File: src/rtl/gpio_ctrl_if.sv
// gpio_ctrl_if: data-bus access port of the GPIO controller.
// The core drives the master side, the controller is the slave.
interface gpio_ctrl_if;
   logic [31:0] address;
   logic [31:0] write_data;
   logic        write_enable;
   logic        read_enable;
   logic [31:0] read_data;

   modport master (
      output address,
      output write_data,
      output write_enable,
      output read_enable,
      input  read_data
   );

   modport slave (
      input  address,
      input  write_data,
      input  write_enable,
      input  read_enable,
      output read_data
   );
endinterface

File: src/rtl/gpio_ctrl.sv
// gpio_ctrl: memory-mapped GPIO with direction, atomic set/clr/tgl,
// synchronised inputs, per-pin edge capture and a level interrupt.
module gpio_ctrl #(
   parameter logic [31:0] BASE_ADDR   = 32'hA000_0000,
   parameter int          WIDTH       = 32,
   parameter int          SYNC_STAGES = 2
) (
   input  logic             clk,
   input  logic             rst,
   gpio_ctrl_if.slave       bus,
   input  logic [WIDTH-1:0] gpio_in,
   output logic [WIDTH-1:0] gpio_out,
   output logic [WIDTH-1:0] gpio_oe,
   output logic             irq
);

   typedef logic [WIDTH-1:0] pins_t;

   pins_t out_q, out_d;
   pins_t dir_q, dir_d;
   pins_t ren_q, ren_d;
   pins_t fen_q, fen_d;
   pins_t stat_q, stat_d;
   pins_t prev_q;
   logic [SYNC_STAGES-1:0][WIDTH-1:0] sync_q;

   pins_t       sync;
   pins_t       wd;
   pins_t       w1c;
   pins_t       ev;
   pins_t       rd;
   logic [31:0] off;
   logic [31:0] rd_ext;

   logic sel_in, sel_out, sel_dir;
   logic sel_set, sel_clr, sel_tgl;
   logic sel_ren, sel_fen, sel_stat;

   assign off  = bus.address - BASE_ADDR;
   assign wd   = bus.write_data[WIDTH-1:0];
   assign sync = sync_q[SYNC_STAGES-1];

   // Decode the word offset inside the window; anything else selects nothing.
   always_comb begin
      sel_in   = (off == 32'h00);
      sel_out  = (off == 32'h04);
      sel_dir  = (off == 32'h08);
      sel_set  = (off == 32'h0C);
      sel_clr  = (off == 32'h10);
      sel_tgl  = (off == 32'h14);
      sel_ren  = (off == 32'h18);
      sel_fen  = (off == 32'h1C);
      sel_stat = (off == 32'h20);
   end

   // Register writes, atomic OUT updates and sticky edge status (set wins).
   always_comb begin
      out_d = out_q;
      dir_d = dir_q;
      ren_d = ren_q;
      fen_d = fen_q;
      w1c   = '0;
      if (bus.write_enable) begin
         unique case (1'b1)
            sel_out:  out_d = wd;
            sel_dir:  dir_d = wd;
            sel_set:  out_d = out_q | wd;
            sel_clr:  out_d = out_q & ~wd;
            sel_tgl:  out_d = out_q ^ wd;
            sel_ren:  ren_d = wd;
            sel_fen:  fen_d = wd;
            sel_stat: w1c   = wd;
            default:  ;
         endcase
      end
      ev     = (sync & ~prev_q & ren_q) | (~sync & prev_q & fen_q);
      stat_d = (stat_q & ~w1c) | ev;
   end

   // State registers, including the input synchroniser and edge history.
   always_ff @(posedge clk or posedge rst) begin
      if (rst) begin
         out_q  <= '0;
         dir_q  <= '0;
         ren_q  <= '0;
         fen_q  <= '0;
         stat_q <= '0;
         prev_q <= '0;
         sync_q <= '0;
      end else begin
         out_q  <= out_d;
         dir_q  <= dir_d;
         ren_q  <= ren_d;
         fen_q  <= fen_d;
         stat_q <= stat_d;
         prev_q <= sync;
         sync_q <= {sync_q[SYNC_STAGES-2:0], gpio_in};
      end
   end

   // Combinational read mux; upper bits and unselected reads are zero.
   always_comb begin
      rd = '0;
      unique case (1'b1)
         sel_in:   rd = sync;
         sel_out:  rd = out_q;
         sel_dir:  rd = dir_q;
         sel_ren:  rd = ren_q;
         sel_fen:  rd = fen_q;
         sel_stat: rd = stat_q;
         default:  rd = '0;
      endcase
      rd_ext            = '0;
      rd_ext[WIDTH-1:0] = rd;
      bus.read_data     = bus.read_enable ? rd_ext : 32'h0;
   end

   assign gpio_out = out_q;
   assign gpio_oe  = dir_q;
   assign irq      = |stat_q;

endmodule

File: src/flat_wrapper.sv
// flat-port wrapper written by rule: the top's interface ports become plain ports
module gpio_ctrl_flat 
#(
   parameter logic [31:0] BASE_ADDR   = 32'hA000_0000,
   parameter int          WIDTH       = 32,
   parameter int          SYNC_STAGES = 2
)
  (clk, rst, gpio_in, gpio_out, gpio_oe, irq, bus_address, bus_write_data, bus_write_enable, bus_read_enable, bus_read_data);
  gpio_ctrl_if bus_i ();
  input  logic clk;
  input  logic rst;
  input  logic [WIDTH-1:0] gpio_in;
  output logic [WIDTH-1:0] gpio_out;
  output logic [WIDTH-1:0] gpio_oe;
  output logic irq;
  input wire logic [$bits(bus_i.address)-1:0] bus_address;
  input wire logic [$bits(bus_i.write_data)-1:0] bus_write_data;
  input wire logic [$bits(bus_i.write_enable)-1:0] bus_write_enable;
  input wire logic [$bits(bus_i.read_enable)-1:0] bus_read_enable;
  output wire logic [$bits(bus_i.read_data)-1:0] bus_read_data;
  assign bus_i.address = bus_address;
  assign bus_i.write_data = bus_write_data;
  assign bus_i.write_enable = bus_write_enable;
  assign bus_i.read_enable = bus_read_enable;
  assign bus_read_data = bus_i.read_data;
  gpio_ctrl #(.BASE_ADDR(BASE_ADDR), .WIDTH(WIDTH), .SYNC_STAGES(SYNC_STAGES)) u_core (.clk(clk), .rst(rst), .bus(bus_i), .gpio_in(gpio_in), .gpio_out(gpio_out), .gpio_oe(gpio_oe), .irq(irq));
endmodule
File: config.mk
export PLATFORM = sky130hd
export DESIGN_NAME = gpio_ctrl_flat
export DESIGN_NICKNAME = d
export VERILOG_FILES = /design/src/rtl/gpio_ctrl_if.sv /design/src/rtl/gpio_ctrl.sv /design/src/flat_wrapper.sv
export SDC_FILE = /design/constraint.sdc
export NUM_CORES = 1
export LEC_CHECK = 0
export ABC_AREA = 1
export CORE_ASPECT_RATIO = 1.2
export CORE_MARGIN = 1.5
export CORE_UTILIZATION = 29
export DETAILED_ROUTE_END_ITERATION = 10
export PLACE_DENSITY = 0.5
export SLEW_MARGIN = 10
export SYNTH_ARGS = -nofsm -noshare
export SYNTH_HDL_FRONTEND = slang
export SYNTH_SLANG_ARGS = --single-unit
File: constraint.sdc
create_clock -name clk -period 26.5 [get_ports clk]
set_clock_uncertainty 0.05 [all_clocks]
set_input_delay 3.975 -clock clk [delete_from_list [all_inputs] [get_ports clk]]
set_output_delay 3.975 -clock clk [all_outputs]
set_load 0.01 [all_outputs]
==> metrics.txt <==
# TYPE chip_impl_metric gauge
chip_impl_metric{name="die_x",unit="µm"} 200
chip_impl_info{name="outcome",value="finished, final reports clean"} 1
chip_impl_info{name="cts_tree",value="built"} 1
chip_impl_metric{name="num_vias",unit=""} 12100
chip_impl_info{name="timing.critical_path.from_type",value="input pin"} 1
chip_impl_metric{name="postLayoutCoreUtil",unit="%"} 36.6
chip_impl_metric{name="grt.total_usage",unit="%"} 19.5
chip_impl_info{name="kind_of_end_point_of_the_critical_path",value="output port"} 1
chip_impl_metric{name="cts_htree_levels",unit=""} 1
chip_impl_metric{name="gp_congestion",unit=""} 0.771
chip_impl_metric{name="worst_ir_drop_vdd",unit="mV"} 0.0489
chip_impl_metric{name="clkSlewWorstSetupHoldPaths",unit="ns"} 0.06
chip_impl_metric{name="first_global_vias",unit=""} 11800
chip_impl_metric{name="worstPathArrival",unit="ns"} 8.33
chip_impl_metric{name="post_cts_setup_buffer_count",unit=""} 0
chip_impl_metric{name="antenna-diode-count",unit=""} 0
chip_impl_metric{name="finalPower",unit="mW"} 0.852
chip_impl_metric{name="vias_per_cell",unit=""} 4.99
chip_impl_metric{name="synthesis.yosys.warnings",unit=""} 0
chip_impl_info{name="worst-setup-path-type",value="input pin to output port"} 1
chip_impl_metric{name="fin_worst_hold_slack",unit="ns"} 0.296
chip_impl_metric{name="syn-instance-count",unit=""} 1638
chip_impl_metric{name="grt_antenna_before_repair",unit=""} 0
chip_impl_metric{name="synthToLayoutAreaGrowth",unit="%"} 24.3
chip_impl_metric{name="achievable-frequency",unit="MHz"} 80.9
chip_impl_metric{name="place_inst",unit=""} 2365
chip_impl_metric{name="std_cell_rows",unit=""} 86
chip_impl_metric{name="portBuffers",unit=""} 196
chip_impl_metric{name="hold_viol_final",unit=""} 0
chip_impl_metric{name="count_of_clock_tree_sinks",unit=""} 256
chip_impl_info{name="hp-class",value="flop to flop"} 1
chip_impl_metric{name="power.leakage",unit="nW"} 7.51
chip_impl_metric{name="core-area",unit="µm²"} 46100
chip_impl_metric{name="worstPathMaxFanout",unit=""} 74
chip_impl_info{name="cts.root.buffer_cell",value="clkbuf_16"} 1
chip_impl_metric{name="drt_drc_violations_left",unit=""} 0
chip_impl_metric{name="cap_violations",unit=""} 0
chip_impl_metric{name="total_negative_slack_for_setup_checks",unit="ns"} 0
chip_impl_metric{name="start_util",unit="%"} 29.4
chip_impl_info{name="grt_setup_unrepaired",value="no"} 1
chip_impl_metric{name="globalRouteOverflowTotal",unit=""} 0
chip_impl_metric{name="finalNetCount",unit=""} 1946
chip_impl_metric{name="final_period_minus_worst_setup_slack",unit="ns"} 12.36
chip_impl_metric{name="clk-insertion-delay-late",unit="ns"} 0.57
chip_impl_metric{name="worst_ep_required_time",unit="ns"} 22.48
chip_impl_metric{name="power_density",unit="nW/µm²"} 50.5
chip_impl_metric{name="cts_hold_buffers",unit=""} 0
chip_impl_metric{name="post_layout_nonfiller_instances",unit=""} 2418
chip_impl_metric{name="maximum_number_of_pins_on_one_net_before_global_route_repair",unit=""} 121
chip_impl_metric{name="mappedNetlistArea",unit="µm²"} 13600
chip_impl_metric{name="setup_viol_count_final",unit=""} 0
chip_impl_metric{name="floorplan.die_area",unit="µm²"} 48100
chip_impl_metric{name="postSynthRegisterBits",unit=""} 256
chip_impl_metric{name="timing_worst_slew_pin_value",unit="ns"} 1.16
chip_impl_info{name="min_from",value="u_core.sync_q[7]$_DFF_PP0_"} 1
chip_impl_metric{name="cts_inserted_buffers",unit=""} 30
chip_impl_metric{name="die-height",unit="µm"} 240
chip_impl_metric{name="detail_route.first_pass.iterations",unit=""} 7
chip_impl_metric{name="fin_crit_sh",unit="%"} 46.6
chip_impl_metric{name="syn_area_per_cell",unit="µm²"} 8.28
chip_impl_metric{name="synth_cell_type_count",unit=""} 37
chip_impl_metric{name="drtAntennaViolNets",unit=""} 0
chip_impl_metric{name="post_cts_resize_count",unit=""} 0
chip_impl_metric{name="global_route_wire_length_before_repair",unit="µm"} 72400
chip_impl_info{name="critPathLaunch",value="bus_address[29]"} 1
chip_impl_info{name="crit-reg2reg-launch",value="u_core.gpio_out[1]$_DFFE_PP0P_"} 1
chip_impl_metric{name="io_pins",unit=""} 197
chip_impl_metric{name="wl_per_cell",unit="µm"} 19.4
chip_impl_metric{name="cts_buffer_depth",unit=""} 3
chip_impl_metric{name="drt_wl_total",unit="µm"} 46900
chip_impl_metric{name="timing.slew.headroom",unit="%"} 22.2
chip_impl_metric{name="report.final.slew_viol_count",unit=""} 0
chip_impl_metric{name="layout-drive-gt1-share",unit="%"} 5.49
chip_impl_metric{name="dpl_hpwl",unit="µm"} 28900
chip_impl_metric{name="synth.yosys.seq_area_share",unit="%"} 47.2
chip_impl_metric{name="dr.first_iter.drc_count",unit=""} 751
chip_impl_metric{name="synth.net_count",unit=""} 1803
[sequential cells by signal (all words and copies together) (netlist names)]
register	count
u_core.sync_q	32
u_core.gpio_out	32
u_core.prev_q	32
u_core.ren_q	32
u_core.sync	32
u_core.fen_q	32
u_core.gpio_oe	32
u_core.stat_q	32
[worst max-delay path, cell delays in order]
cell and delay [ns]:
clkdlybuf4s50_1 0.48, inv_1 0.07, ha_1 0.21, inv_1 0.06, nand2_1 0.06, nand2_1 0.08, nand3_1 0.17, nor2_8 0.15
buf_4 0.56, buf_4 0.74, nand3_2 0.50, o21ai_0 0.31, inv_1 0.07, a21oi_1 0.24, clkdlybuf4s50_1 0.59
[area by class of cell]
type	count	area, µm²
repair buffers	214	2100
inverters	158	603
multi-input cells	1121	6030
flip-flops and latches	256	6410
fillers	4768	29200
clock inverters	3	18.8
clock buffers	50	937
well taps	616	771
[cells in the final DEF (no fill, tap or decap), types with 2 or more instances in the layout]
cell and count:
a21oi_1 33, a31oi_1 7, buf_4 18, clkbuf_1 10
clkbuf_16 31, clkbuf_8 9, clkdlybuf4s50_1 196, clkinv_2 2
dfrtp_1 256, ha_1 65, inv_1 151, inv_2 4
nand2_1 414, nand2_2 2, nand3_1 46, nand3_2 3
nand3_4 2, nand3b_1 11, nand4_1 194, nand4_4 4
nor2_1 118, nor2_2 4, nor2_4 10, nor2_8 2
nor3_1 9, nor4_1 6, o211ai_1 25, o21ai_0 90
o21ai_1 70
[through the flow]
step                      worst slack [ns]  instance area (µm²)
after detailed placement             14.22                15900
after floorplan                      15.43                13600
final                                14.14                16900
after global placement               14.22                15900
after global routing                 13.90                16900
after CTS                            14.16                16900
[synth_stat cells, drive strengths merged]
library cell	number	area, µm²
clkinv	2	7.51
clkbuf	38	143
nand2	417	1580
nand4	199	1300
a31oi	7	43.8
o21ai	161	817
nand3	51	295
a21boi	1	18.8
nand3b	11	82.6
inv	156	588
and2	1	7.51
nor3	9	45.0
buf	65	410
a21oi	33	165
o211ai	25	188
dfrtp	256	6410
a21o	1	7.51
ha	65	813
nor2	134	606
nor4	6	37.5
[path summary, 6_finish.rpt]
check | to | slack [ns] | depth (start not counted)
worst max-delay path | bus_read_data[10] | 14.14 | 15
worst min-delay path | u_core.sync[7]$_DFF_PP0_ | 0.30 | 0
worst max register to register | u_core.gpio_out[1]$_DFFE_PP0P_ | 25.10 | 8
worst min register to register | u_core.sync[7]$_DFF_PP0_ | 0.30 | 0
max in group asynchronous | u_core.gpio_out[29]$_DFFE_PP0P_ | 20.94 | 3
min in group asynchronous | u_core.gpio_out[7]$_DFFE_PP0P_ | 3.94 | 2
[cell families (layout without fill, tap and decap cells)]
family	after synthesis	after routing	share of synthesized area, %
DFF	256	256	47.2
adders and majority gates	65	65	6.00
and+or+nand+nor	828	828	29.2
buffers and inverters	261	425	8.47
AOI/OAI and AO/OA	228	228	9.14
[power by group]
group          internal (mW)  switching, mW  leakage [nW]  total [mW]
clock                  0.238          0.167         0.471       0.405
sequential             0.398        0.00526          3.19       0.404
combinational         0.0179         0.0256          3.86      0.0435
total                  0.655          0.198          7.51       0.852
[per-layer routing]
layer / wire [µm] / vias up / global-route usage, %
met5: 0 / - / 0
met3: 1980 / 72 / 2.13
met4: 1210 / 0 / 5.99
met1: 21200 / 5869 / 26.0
li1: - / 5785 / -
met2: 22500 / 338 / 33.1
(Power assumes the default switching activity.)
